`config.mk`:
```
export PLATFORM = sky130hd
export DESIGN_NAME = sensor_image_window_flat
export DESIGN_NICKNAME = d
export VERILOG_FILES = /design/src/rtl/sensor_image_window_pkg.sv /design/src/rtl/sensor_image_window_if.sv /design/src/rtl/sensor_image_window_sync_edge_detect.sv /design/src/rtl/sensor_image_window.sv /design/src/flat_wrapper.sv
export SDC_FILE = /design/constraint.sdc
export NUM_CORES = 1
export LEC_CHECK = 0
export ABC_AREA = 1
export CAP_MARGIN = 30
export CORE_MARGIN = 2
export CORE_UTILIZATION = 65
export DETAILED_ROUTE_END_ITERATION = 12
export DONT_BUFFER_PORTS = 1
export HOLD_SLACK_MARGIN = 0.15
export PLACE_DENSITY_LB_ADDON = 0.2
export SLEW_MARGIN = 5
export SYNTH_ARGS = -nofsm -noshare
export SYNTH_HDL_FRONTEND = slang
export SYNTH_HIERARCHICAL = 1
export SYNTH_SLANG_ARGS = --single-unit
```
`constraint.sdc`:
```
create_clock -name clk -period 3.5 [get_ports clk]
set_clock_uncertainty 0.1 [all_clocks]
set_input_delay 0.525 -clock clk [delete_from_list [all_inputs] [get_ports clk]]
set_output_delay 0.525 -clock clk [all_outputs]
set_load 0.02 [all_outputs]
```
`src/rtl/sensor_image_window_pkg.sv`:
```
// Shared types and helpers for the sensor crop window: FSM encoding, stats counter
// width and the offset clamp used when the window position is latched.
package sensor_image_pkg;

  typedef enum logic [1:0] {
    S_WAIT  = 2'd0,
    S_FRAME = 2'd1,
    S_BLANK = 2'd2
  } win_state_e;

  localparam int FRAME_CNT_W = 16;

  // Keeps the window inside the source: offsets beyond lim snap to lim.
  function automatic int unsigned clamp_off(input int unsigned off, input int unsigned lim);
    if (off > lim) begin
      return lim;
    end else begin
      return off;
    end
  endfunction

endpackage

```
`src/rtl/sensor_image_window_if.sv`:
```
// Video stream bundle (frame sync, line valid, pixel) shared by the capture side
// and the frame-writer side of the crop window.
interface sensor_image_window_if #(
  parameter int DATA_W = 8
) ();
  logic              vsync;
  logic              href;
  logic [DATA_W-1:0] data;

  modport master (output vsync, href, data);
  modport slave  (input  vsync, href, data);
endinterface

```
`src/rtl/sensor_image_window_sync_edge_detect.sv`:
```
// One-cycle rise/fall pulses of a level, taken against its registered previous value.
// The history register always follows the input, so a level already present at reset release is not an edge.
module sync_edge_detect (
  input  logic clk,
  input  logic sig_i,
  output logic rise_o,
  output logic fall_o
);

  logic sig_q;

  // Previous-cycle copy of the monitored level.
  always_ff @(posedge clk) begin
    sig_q <= sig_i;
  end

  assign rise_o = sig_i & ~sig_q;
  assign fall_o = ~sig_i & sig_q;

endmodule

```
`src/rtl/sensor_image_window.sv`:
```
// Runtime-positioned crop window on the sensor stream, 1-cycle registered latency.
// Macro SENSOR_WINDOW_STATS_EN adds frame_cnt / short_err; otherwise both are tied 0.
module sensor_image_window
  import sensor_image_pkg::*;
#(
  parameter int DATA_W    = 8,
  parameter int SRC_H     = 1280,
  parameter int SRC_V     = 720,
  parameter int TGT_H     = 1024,
  parameter int TGT_V     = 600,
  parameter int VSYNC_POL = 1
) (
  input  logic                     clk,
  input  logic                     rst_n,
  input  logic [$clog2(SRC_H)-1:0] x_off,
  input  logic [$clog2(SRC_V)-1:0] y_off,
  sensor_image_window_if.slave     vid_in,
  sensor_image_window_if.master    vid_out,
  output logic [FRAME_CNT_W-1:0]   frame_cnt,
  output logic                     short_err
);

  localparam int XO_W   = $clog2(SRC_H);
  localparam int YO_W   = $clog2(SRC_V);
  localparam int PIX_W  = $clog2(SRC_H + 1);
  localparam int LIN_W  = $clog2(SRC_V + 1);
  localparam int XO_MAX = SRC_H - TGT_H;
  localparam int YO_MAX = SRC_V - TGT_V;
  localparam logic VS_ACT  = (VSYNC_POL != 0) ? 1'b1 : 1'b0;
  localparam logic VS_IDLE = (VSYNC_POL != 0) ? 1'b0 : 1'b1;

  win_state_e        state_q, state_d;
  logic [PIX_W-1:0]  pix_cnt_q, pix_cnt_d;
  logic [LIN_W-1:0]  line_cnt_q, line_cnt_d;
  logic [XO_W-1:0]   xo_q, xo_d;
  logic [YO_W-1:0]   yo_q, yo_d;
  logic              out_vsync_q, out_vsync_d;
  logic              out_href_q, out_href_d;
  logic [DATA_W-1:0] out_data_q, out_data_d;

  logic vs_act_s, fs_s, fe_s, le_s, href_rise_unused_s;
  logic pix_in_s, line_in_s;

  assign vs_act_s = (vid_in.vsync == VS_ACT);

  sync_edge_detect u_vs_edge (
    .clk    (clk),
    .sig_i  (vs_act_s),
    .rise_o (fs_s),
    .fall_o (fe_s)
  );

  sync_edge_detect u_href_edge (
    .clk    (clk),
    .sig_i  (vid_in.href),
    .rise_o (href_rise_unused_s),
    .fall_o (le_s)
  );

  assign pix_in_s  = (32'(pix_cnt_q) >= 32'(xo_q)) &&
                     (32'(pix_cnt_q) < (32'(xo_q) + 32'(TGT_H)));
  assign line_in_s = (32'(line_cnt_q) >= 32'(yo_q)) &&
                     (32'(line_cnt_q) < (32'(yo_q) + 32'(TGT_V)));

  // Frame state: output is only ungated between a seen frame start and its end.
  always_comb begin
    state_d = state_q;
    case (state_q)
      S_WAIT:  if (fs_s) state_d = S_FRAME; else state_d = S_WAIT;
      S_FRAME: if (fe_s) state_d = S_BLANK; else state_d = S_FRAME;
      S_BLANK: if (fs_s) state_d = S_FRAME; else state_d = S_BLANK;
      default: state_d = S_WAIT;
    endcase
  end

  // FSM state register.
  always_ff @(posedge clk) begin
    if (!rst_n) begin
      state_q <= S_WAIT;
    end else begin
      state_q <= state_d;
    end
  end

  // Position counters and per-frame offset latch; frame start outranks line end.
  always_comb begin
    pix_cnt_d  = pix_cnt_q;
    line_cnt_d = line_cnt_q;
    xo_d       = xo_q;
    yo_d       = yo_q;
    if (fs_s) begin
      pix_cnt_d  = {PIX_W{1'b0}};
      line_cnt_d = {LIN_W{1'b0}};
      xo_d       = XO_W'(clamp_off(32'(x_off), 32'(XO_MAX)));
      yo_d       = YO_W'(clamp_off(32'(y_off), 32'(YO_MAX)));
    end else begin
      if (le_s) begin
        pix_cnt_d = {PIX_W{1'b0}};
      end else if (vid_in.href && (pix_cnt_q < PIX_W'(SRC_H))) begin
        pix_cnt_d = pix_cnt_q + {{(PIX_W-1){1'b0}}, 1'b1};
      end else begin
        pix_cnt_d = pix_cnt_q;
      end
      if (le_s && (line_cnt_q < LIN_W'(SRC_V))) begin
        line_cnt_d = line_cnt_q + {{(LIN_W-1){1'b0}}, 1'b1};
      end else begin
        line_cnt_d = line_cnt_q;
      end
    end
  end

  // Output stage; vsync follows the next state so it rises together with the frame it opens.
  always_comb begin
    out_href_d  = (state_q == S_FRAME) && vid_in.href && pix_in_s && line_in_s;
    out_data_d  = {DATA_W{1'b0}};
    out_vsync_d = VS_IDLE;
    if (out_href_d) begin
      out_data_d = vid_in.data;
    end else begin
      out_data_d = {DATA_W{1'b0}};
    end
    if (state_d == S_WAIT) begin
      out_vsync_d = VS_IDLE;
    end else begin
      out_vsync_d = vid_in.vsync;
    end
  end

  // Datapath registers.
  always_ff @(posedge clk) begin
    if (!rst_n) begin
      pix_cnt_q   <= {PIX_W{1'b0}};
      line_cnt_q  <= {LIN_W{1'b0}};
      xo_q        <= {XO_W{1'b0}};
      yo_q        <= {YO_W{1'b0}};
      out_vsync_q <= VS_IDLE;
      out_href_q  <= 1'b0;
      out_data_q  <= {DATA_W{1'b0}};
    end else begin
      pix_cnt_q   <= pix_cnt_d;
      line_cnt_q  <= line_cnt_d;
      xo_q        <= xo_d;
      yo_q        <= yo_d;
      out_vsync_q <= out_vsync_d;
      out_href_q  <= out_href_d;
      out_data_q  <= out_data_d;
    end
  end

  assign vid_out.vsync = out_vsync_q;
  assign vid_out.href  = out_href_q;
  assign vid_out.data  = out_data_q;

`ifdef SENSOR_WINDOW_STATS_EN
  logic [FRAME_CNT_W-1:0] frame_cnt_q, frame_cnt_d;
  logic                   short_err_q, short_err_d;
  logic                   short_line_q, short_line_d;
  logic                   frame_end_s, line_short_s;
  logic [31:0]            lines_seen_s;

  assign frame_end_s  = fe_s && (state_q == S_FRAME);
  assign line_short_s = le_s && (32'(pix_cnt_q) < (32'(xo_q) + 32'(TGT_H)));
  // A line ending in the same cycle as the frame still counts toward the frame.
  assign lines_seen_s = 32'(line_cnt_q) + 32'(le_s);

  // Frame counter and short-frame detection.
  always_comb begin
    frame_cnt_d  = frame_cnt_q;
    short_line_d = short_line_q;
    short_err_d  = 1'b0;
    if (fs_s) begin
      short_line_d = 1'b0;
    end else if (line_short_s) begin
      short_line_d = 1'b1;
    end else begin
      short_line_d = short_line_q;
    end
    if (frame_end_s) begin
      frame_cnt_d = frame_cnt_q + {{(FRAME_CNT_W-1){1'b0}}, 1'b1};
      short_err_d = (lines_seen_s < (32'(yo_q) + 32'(TGT_V))) || short_line_q || line_short_s;
    end else begin
      frame_cnt_d = frame_cnt_q;
      short_err_d = 1'b0;
    end
  end

  // Statistics registers.
  always_ff @(posedge clk) begin
    if (!rst_n) begin
      frame_cnt_q  <= {FRAME_CNT_W{1'b0}};
      short_err_q  <= 1'b0;
      short_line_q <= 1'b0;
    end else begin
      frame_cnt_q  <= frame_cnt_d;
      short_err_q  <= short_err_d;
      short_line_q <= short_line_d;
    end
  end

  assign frame_cnt = frame_cnt_q;
  assign short_err = short_err_q;
`else
  assign frame_cnt = {FRAME_CNT_W{1'b0}};
  assign short_err = 1'b0;
`endif

endmodule

```
`src/flat_wrapper.sv`:
```
// flat-port wrapper written by rule: the top's interface ports become plain ports
module sensor_image_window_flat import sensor_image_pkg::*;
#(
  parameter int DATA_W    = 8,
  parameter int SRC_H     = 1280,
  parameter int SRC_V     = 720,
  parameter int TGT_H     = 1024,
  parameter int TGT_V     = 600,
  parameter int VSYNC_POL = 1
)
  (clk, rst_n, x_off, y_off, frame_cnt, short_err, vid_in_vsync, vid_in_href, vid_in_data, vid_out_vsync, vid_out_href, vid_out_data);
  sensor_image_window_if #(.DATA_W(DATA_W)) vid_in_i ();
  sensor_image_window_if #(.DATA_W(DATA_W)) vid_out_i ();
  input  logic clk;
  input  logic rst_n;
  input  logic [$clog2(SRC_H)-1:0] x_off;
  input  logic [$clog2(SRC_V)-1:0] y_off;
  output logic [FRAME_CNT_W-1:0] frame_cnt;
  output logic short_err;
  input wire logic [$bits(vid_in_i.vsync)-1:0] vid_in_vsync;
  input wire logic [$bits(vid_in_i.href)-1:0] vid_in_href;
  input wire logic [$bits(vid_in_i.data)-1:0] vid_in_data;
  output wire logic [$bits(vid_out_i.vsync)-1:0] vid_out_vsync;
  output wire logic [$bits(vid_out_i.href)-1:0] vid_out_href;
  output wire logic [$bits(vid_out_i.data)-1:0] vid_out_data;
  assign vid_in_i.vsync = vid_in_vsync;
  assign vid_in_i.href = vid_in_href;
  assign vid_in_i.data = vid_in_data;
  assign vid_out_vsync = vid_out_i.vsync;
  assign vid_out_href = vid_out_i.href;
  assign vid_out_data = vid_out_i.data;
  sensor_image_window #(.DATA_W(DATA_W), .SRC_H(SRC_H), .SRC_V(SRC_V), .TGT_H(TGT_H), .TGT_V(TGT_V), .VSYNC_POL(VSYNC_POL)) u_core (.clk(clk), .rst_n(rst_n), .x_off(x_off), .y_off(y_off), .vid_in(vid_in_i), .vid_out(vid_out_i), .frame_cnt(frame_cnt), .short_err(short_err));
endmodule
```
# Yosys cells after proc, flatten, opt, wreduce, memory -nomap -nowiden
# Index checks and enable logic that the tools add are counted.
# totals
reg_bits	56
latchBits	0
ramBits	0
romBits	0
in_bits	33
out_inout_bits	27
word_cells	50
memories	0
# op_classes
add_sub_neg	4
mul	0
div	0
order_cmp	8
n_eq_ne	2
shift	0
muxes	6
bitwise_logic	7
reduce_logical	13
# op_table
cell	n
< comparator 10 x 32 -> 1 bit	1
< comparator 11 x 32 -> 1 bit	1
adder 11 x 11 -> 12 bit (second input constant)	1
adder 10 x 10 -> 11 bit (second input constant)	1
adder 11 x 1 -> 11 bit (second input constant)	1
greater-or-equal comparator 11 bit	1
> comparator 11 x 9 -> 1 bit (second input constant)	1
< comparator 11 bit (second input constant)	1
2-to-1 mux 11 bit	1
adder 10 x 1 -> 10 bit (second input constant)	1
greater-or-equal comparator 10 bit	1
> comparator 10 x 7 -> 1 bit (second input constant)	1
< comparator 10 bit (second input constant)	1
2-to-1 mux 10 bit	1
logical AND 1 bit	7
case mux 2 bit (3 select lines)	1
logical NOT 2 bit	2
2-to-1 mux 2 bit	2
inverter 1 bit	4
OR reduction 2 bit	2
bitwise AND 1 bit	3
OR reduction 3 bit	1
equality test 2 x 1 -> 1 bit (second input constant)	1
equality test 2 bit (second input constant)	1
2 further kinds	2

# Logic depth before layout (Yosys ltp)
# depth
ltp_word	6
depth_mapped	13
depth_no_buf	13

# Cells and area by module
# Netlist, hierarchy kept.
# by_module_without_submodules
module	instances	cells_each	area_each_um2	seq_area_each_um2
sensor_image_window	1	445	3203.1	1081.0
sync_edge_detect	2	5	35.0	20.0

# Worst setup path after synthesis
# OpenSTA, ideal clock, no wires.
# synth_timing
path_type	register -> register
startpoint	register u_core.yo_q[3]
endpoint	register u_core.out_href_q, in the netlist u_core/vid_out.href
setup_ns	0.117
arrival_time_ns	1.821
required_time_ns	3.283
slack_ns	1.461
path_stages_with_launch	11
n_path_buf	0
synth_period_minus_slack_ns	2.039
cell_sequence	dfxtp_1 -> inv_1 -> ha_1 -> o21ai_0 -> nand3_1 -> xor2_1 -> ha_1 -> a21boi_0 -> nand2_1 -> nand3_4 -> inv_1
# synth_between
elab_chain_len	4
elab_cells_between_ends	5
cone_classes	add/sub (1); order compare (2); reduce/logical (2)
# synth_rtl
item	line_no	text
from (decl)	sensor_image_window.sv:36	logic [YO_W-1:0] yo_q, yo_d;
from (signal assigned)	sensor_image_window.sv:135	yo_q <= {YO_W{1'b0}};
from (signal assigned)	sensor_image_window.sv:143	yo_q <= yo_d;
adder 10 x 10 -> 11 bit	sensor_image_window.sv:63	(32'(line_cnt_q) < (32'(yo_q) + 32'(TGT_V)));
< comparator 10 x 32 -> 1 bit	sensor_image_window.sv:63	
logical AND 1 bit *	sensor_image_window.sv:62	assign line_in_s = (32'(line_cnt_q) >= 32'(yo_q)) &&
logical AND 1 bit *	sensor_image_window.sv:114	out_href_d = (state_q == S_FRAME) && vid_in.href && pix_in_s && line_in_s;
to (signal assigned)	sensor_image_window.sv:145	out_href_q <= out_href_d;
to (decl)	sensor_image_window.sv:38	logic out_href_q, out_href_d;
# Every way passes the cells marked *; elsewhere a longest branch is shown, timed or not.
# A chain may end at the register's enable or synchronous reset.

# Final worst setup path
# layout_timing
startpoint	register u_core.yo_q[3]
endpoint	register u_core.out_data_q[4], in the netlist u_core/vid_out.data[4]
# layout_between
elab_chain_len	5
elab_cells_between_ends	6
cone_classes	add/sub (1); order compare (2); reduce/logical (3)
# layout_rtl
item	line_no	text
adder 10 x 10 -> 11 bit	sensor_image_window.sv:63	
< comparator 10 x 32 -> 1 bit	sensor_image_window.sv:63	
logical AND 1 bit *	sensor_image_window.sv:62	
logical AND 1 bit *	sensor_image_window.sv:114	
AND reduction 2 bit (no source line) *	-	
to (signal assigned)	sensor_image_window.sv:138	out_data_q <= {DATA_W{1'b0}};
to (signal assigned)	sensor_image_window.sv:146	out_data_q <= out_data_d;
to (decl)	sensor_image_window.sv:39	logic [DATA_W-1:0] out_data_q, out_data_d;
# Marked as above.

==> results.txt <==
----------------------------------------------------
[CTS]
  CTS Root Cell ... sky130_fd_sc_hd__clkbuf_8
  Clock input transition at the sequential cells of the worst setup and hold paths ... 0.10 ns
  H-tree levels ... 2
  Clk sinks ... 56
  CTS buffer count ... 5
  CTS tree ... yes
  Source-to-sink clock delay at the later pin of the worst-skew pair ... 0.30 ns
  Hold-fix buffer count after cts ... 2
  Post-CTS Resized ... 0
  Post-CTS setup buffers ... 0
  Clock tree buffer depth ... 2

[Global routing]
  Wire length of the first global-routing pass ... 10580 um
  Global Route Usage Sum ... 0.2469
  Pin count of the biggest net entering global routing ... 20
  Antenna violations before repair ... 0
  Number of global-route vias before repair ... 2507
  Total gr overflow ... 0

[Final layout]
  Number of fillers in the final layout ... 408
  Final-stage net count ... 524
  Leading cell type in the layout, fill and taps excluded ... sky130_fd_sc_hd__nand2_1
  Layout overhead on the synthesized area ... 3.601%
  Final standard cell count with taps included and fillers excluded ... 527
  Share of layout cells above drive strength 1 ... 0.06957
  Most frequent cells in the layout ... 87 x sky130_fd_sc_hd__nand2_1, 76 x sky130_fd_sc_hd__inv_1, 56 x sky130_fd_sc_hd__dfxtp_1
  Number of diodes added for antenna fixing ... 0

[Floorplanning]
  Die area ... 0.005607 mm2
  Row cnt ... 25
  Core region area ... 0.004786 mm2
  Width of the chip ... 74.88 um
  Die Height ... 74.88 um
  Total I/O pin count ... 60
  Initial Util ... 0.6824

[Place]
  Sum of net half-perimeters after detailed placement ... 5007 um
  Number of cells in the design after placement ... 517
  Routability Congestion ... 0.8992
  Quantity of I/O buffers inserted on ports ... 0

[STA]
  Worst Hold Margin ... 0.2267 ns
  Time the final worst path needs with I/O delays and setup ... 2.287 ns
  Slew of the pin with the lowest slew margin ... 0.6661 ns
  Maximum operating frequency ... 437.2 MHz
  Count of final max-slew check failures ... 0
  Post-route clock period utilization ... 0.6536
  Setup repair after global routing missed its margin ... no
  Final hold vios ... 0
  Slew margin rel. ... 0.5525
  Setup TNS ... 0 ns
  Setup violations, final ... 0

[Min path]
  Class of the tightest hold or removal check ... in2reg
  Hold Path Sink ... u_core/vid_out.data[1]
  Worst Min Path Start ... vid_in_data[1]
  Count of cells along the worst hold path ... 2

[Synth]
  Synthesized area per cell ... 7.209 um2
  Total number of yosys warnings ... 6
  Number of standard cells after synthesis ... 453
  Post-synth design cell area ... 0.003266 mm2

[Route]
  Drt via density ... 5.085
  DR DRC count ... 0
  Final Routed Wirelength ... 6425 um
  Average routed wire per standard cell ... 12.19 um
  Violation count after the first detailed-routing iteration ... 118
  Total number of vias ... 2680
  Antenna Violating Nets Remaining ... 0
  Pre-antenna DRT Iters ... 4

[Power and ir drop]
  Static leakage power ... 1.610 nW
  Total power per unit cell area ... 335.7 mW/mm2
  IR drop worst, VDD ... 300.7 uV

[Worst setup path]
  Critical path arrival ... 2.39 ns
  Critical R2R Launch ... u_core/yo_q[3]
  CP Launch Type ... register
  Required time of the worst setup path ... 3.61 ns
  Critical path class ... reg2reg
  Worst R2R End ... u_core/vid_out.data[4]
  Critical Path End Type ... register
  Setup slack on the worst flop-to-flop path ... 1.21 ns
  R2R depth ... 10
  Max FO, Critical Path ... 9

[Run status]
  Outcome ... finished, final reports clean

[Flow run]
  Number of max-cap violations ... 0

----------------------------------------------------
## stage by stage
| stage | worst slack, ns | power, mW | area [um2] | util |
|---|---|---|---|---|
| floorplan | 1.461 | 0.7821 | 3326 | - |
| global placement | 1.318 | 0.7866 | 3272 | 0.6837 |
| detailed placement | 1.250 | 0.7905 | 3272 | 0.6837 |
| CTS | 1.215 | 1.148 | 3383 | 0.7069 |
| global route | 1.025 | 1.191 | 3383 | 0.7069 |
| finish | 1.213 | 1.136 | 3383 | 0.7069 |
## registers in the layout, indices dropped and copies added, names as in the netlist
signal and cells:
u_core/line_cnt_q 10, u_core/pix_cnt_q 11, u_core/state_q 2, u_core/u_href_edge/sig_q 1
u_core/u_vs_edge/sig_q 1, u_core/vid_out.data 8, u_core/vid_out.href 1, u_core/vid_out.vsync 1
u_core/xo_q 11, u_core/yo_q 10
## worst max-delay path by stage
stage                     depth (start not counted)                endpoint  slack, ns      startpoint
after detailed placement                         10     u_core/vid_out.href       1.25  u_core/yo_q[3]
after CTS                                        10     u_core/vid_out.href       1.21  u_core/yo_q[3]
final                                            10  u_core/vid_out.data[4]       1.21  u_core/yo_q[3]
after floorplan                                  10     u_core/vid_out.href       1.46  u_core/yo_q[3]
after global placement                           10     u_core/vid_out.href       1.32  u_core/yo_q[3]
after global routing                             10     u_core/vid_out.href       1.02  u_core/yo_q[3]
## final cells by class
| type | count | area [um2] | share of cell area |
|---|---|---|---|
| clock buffers | 5 | 68.82 | 0.02034 |
| clock inverters | 3 | 22.52 | 0.006657 |
| inverters | 84 | 315.3 | 0.09320 |
| multi-input cells | 310 | 1752 | 0.5178 |
| flip-flops and latches | 56 | 1121 | 0.3314 |
| well taps | 67 | 83.83 | 0.02478 |
| repair buffers | 2 | 20.02 | 0.005917 |
## power breakdown
group	switching [mW]	total, mW	internal, mW
clock network	0.213	0.357	0.144
registers	0.00843	0.657	0.648
logic	0.0862	0.122	0.0353
total	0.308	1.14	0.828
## per-layer routing
| metal | vias up | global-route usage | wire length [um] |
|---|---|---|---|
| li1 | 1413 | - | - |
| met1 | 1207 | 0.2865 | 2784 |
| met2 | 44 | 0.4250 | 3163 |
| met3 | 16 | 0.04819 | 214 |
| met4 | 0 | 0.1369 | 262 |
| met5 | - | 0 | 0 |
## critical path, cell delays in order (launching register included)
cell and delay [ns]:
sky130_fd_sc_hd__dfxtp_1 0.37, sky130_fd_sc_hd__inv_1 0.09, sky130_fd_sc_hd__ha_1 0.22, sky130_fd_sc_hd__o21ai_0 0.30, sky130_fd_sc_hd__nand3_1 0.16, sky130_fd_sc_hd__xor2_1 0.17
sky130_fd_sc_hd__ha_1 0.28, sky130_fd_sc_hd__a21boi_0 0.17, sky130_fd_sc_hd__nand2_1 0.11, sky130_fd_sc_hd__nand3_4 0.18, sky130_fd_sc_hd__nor2_2 0.05
No activity file was read; power rests on OpenSTA's default activity.
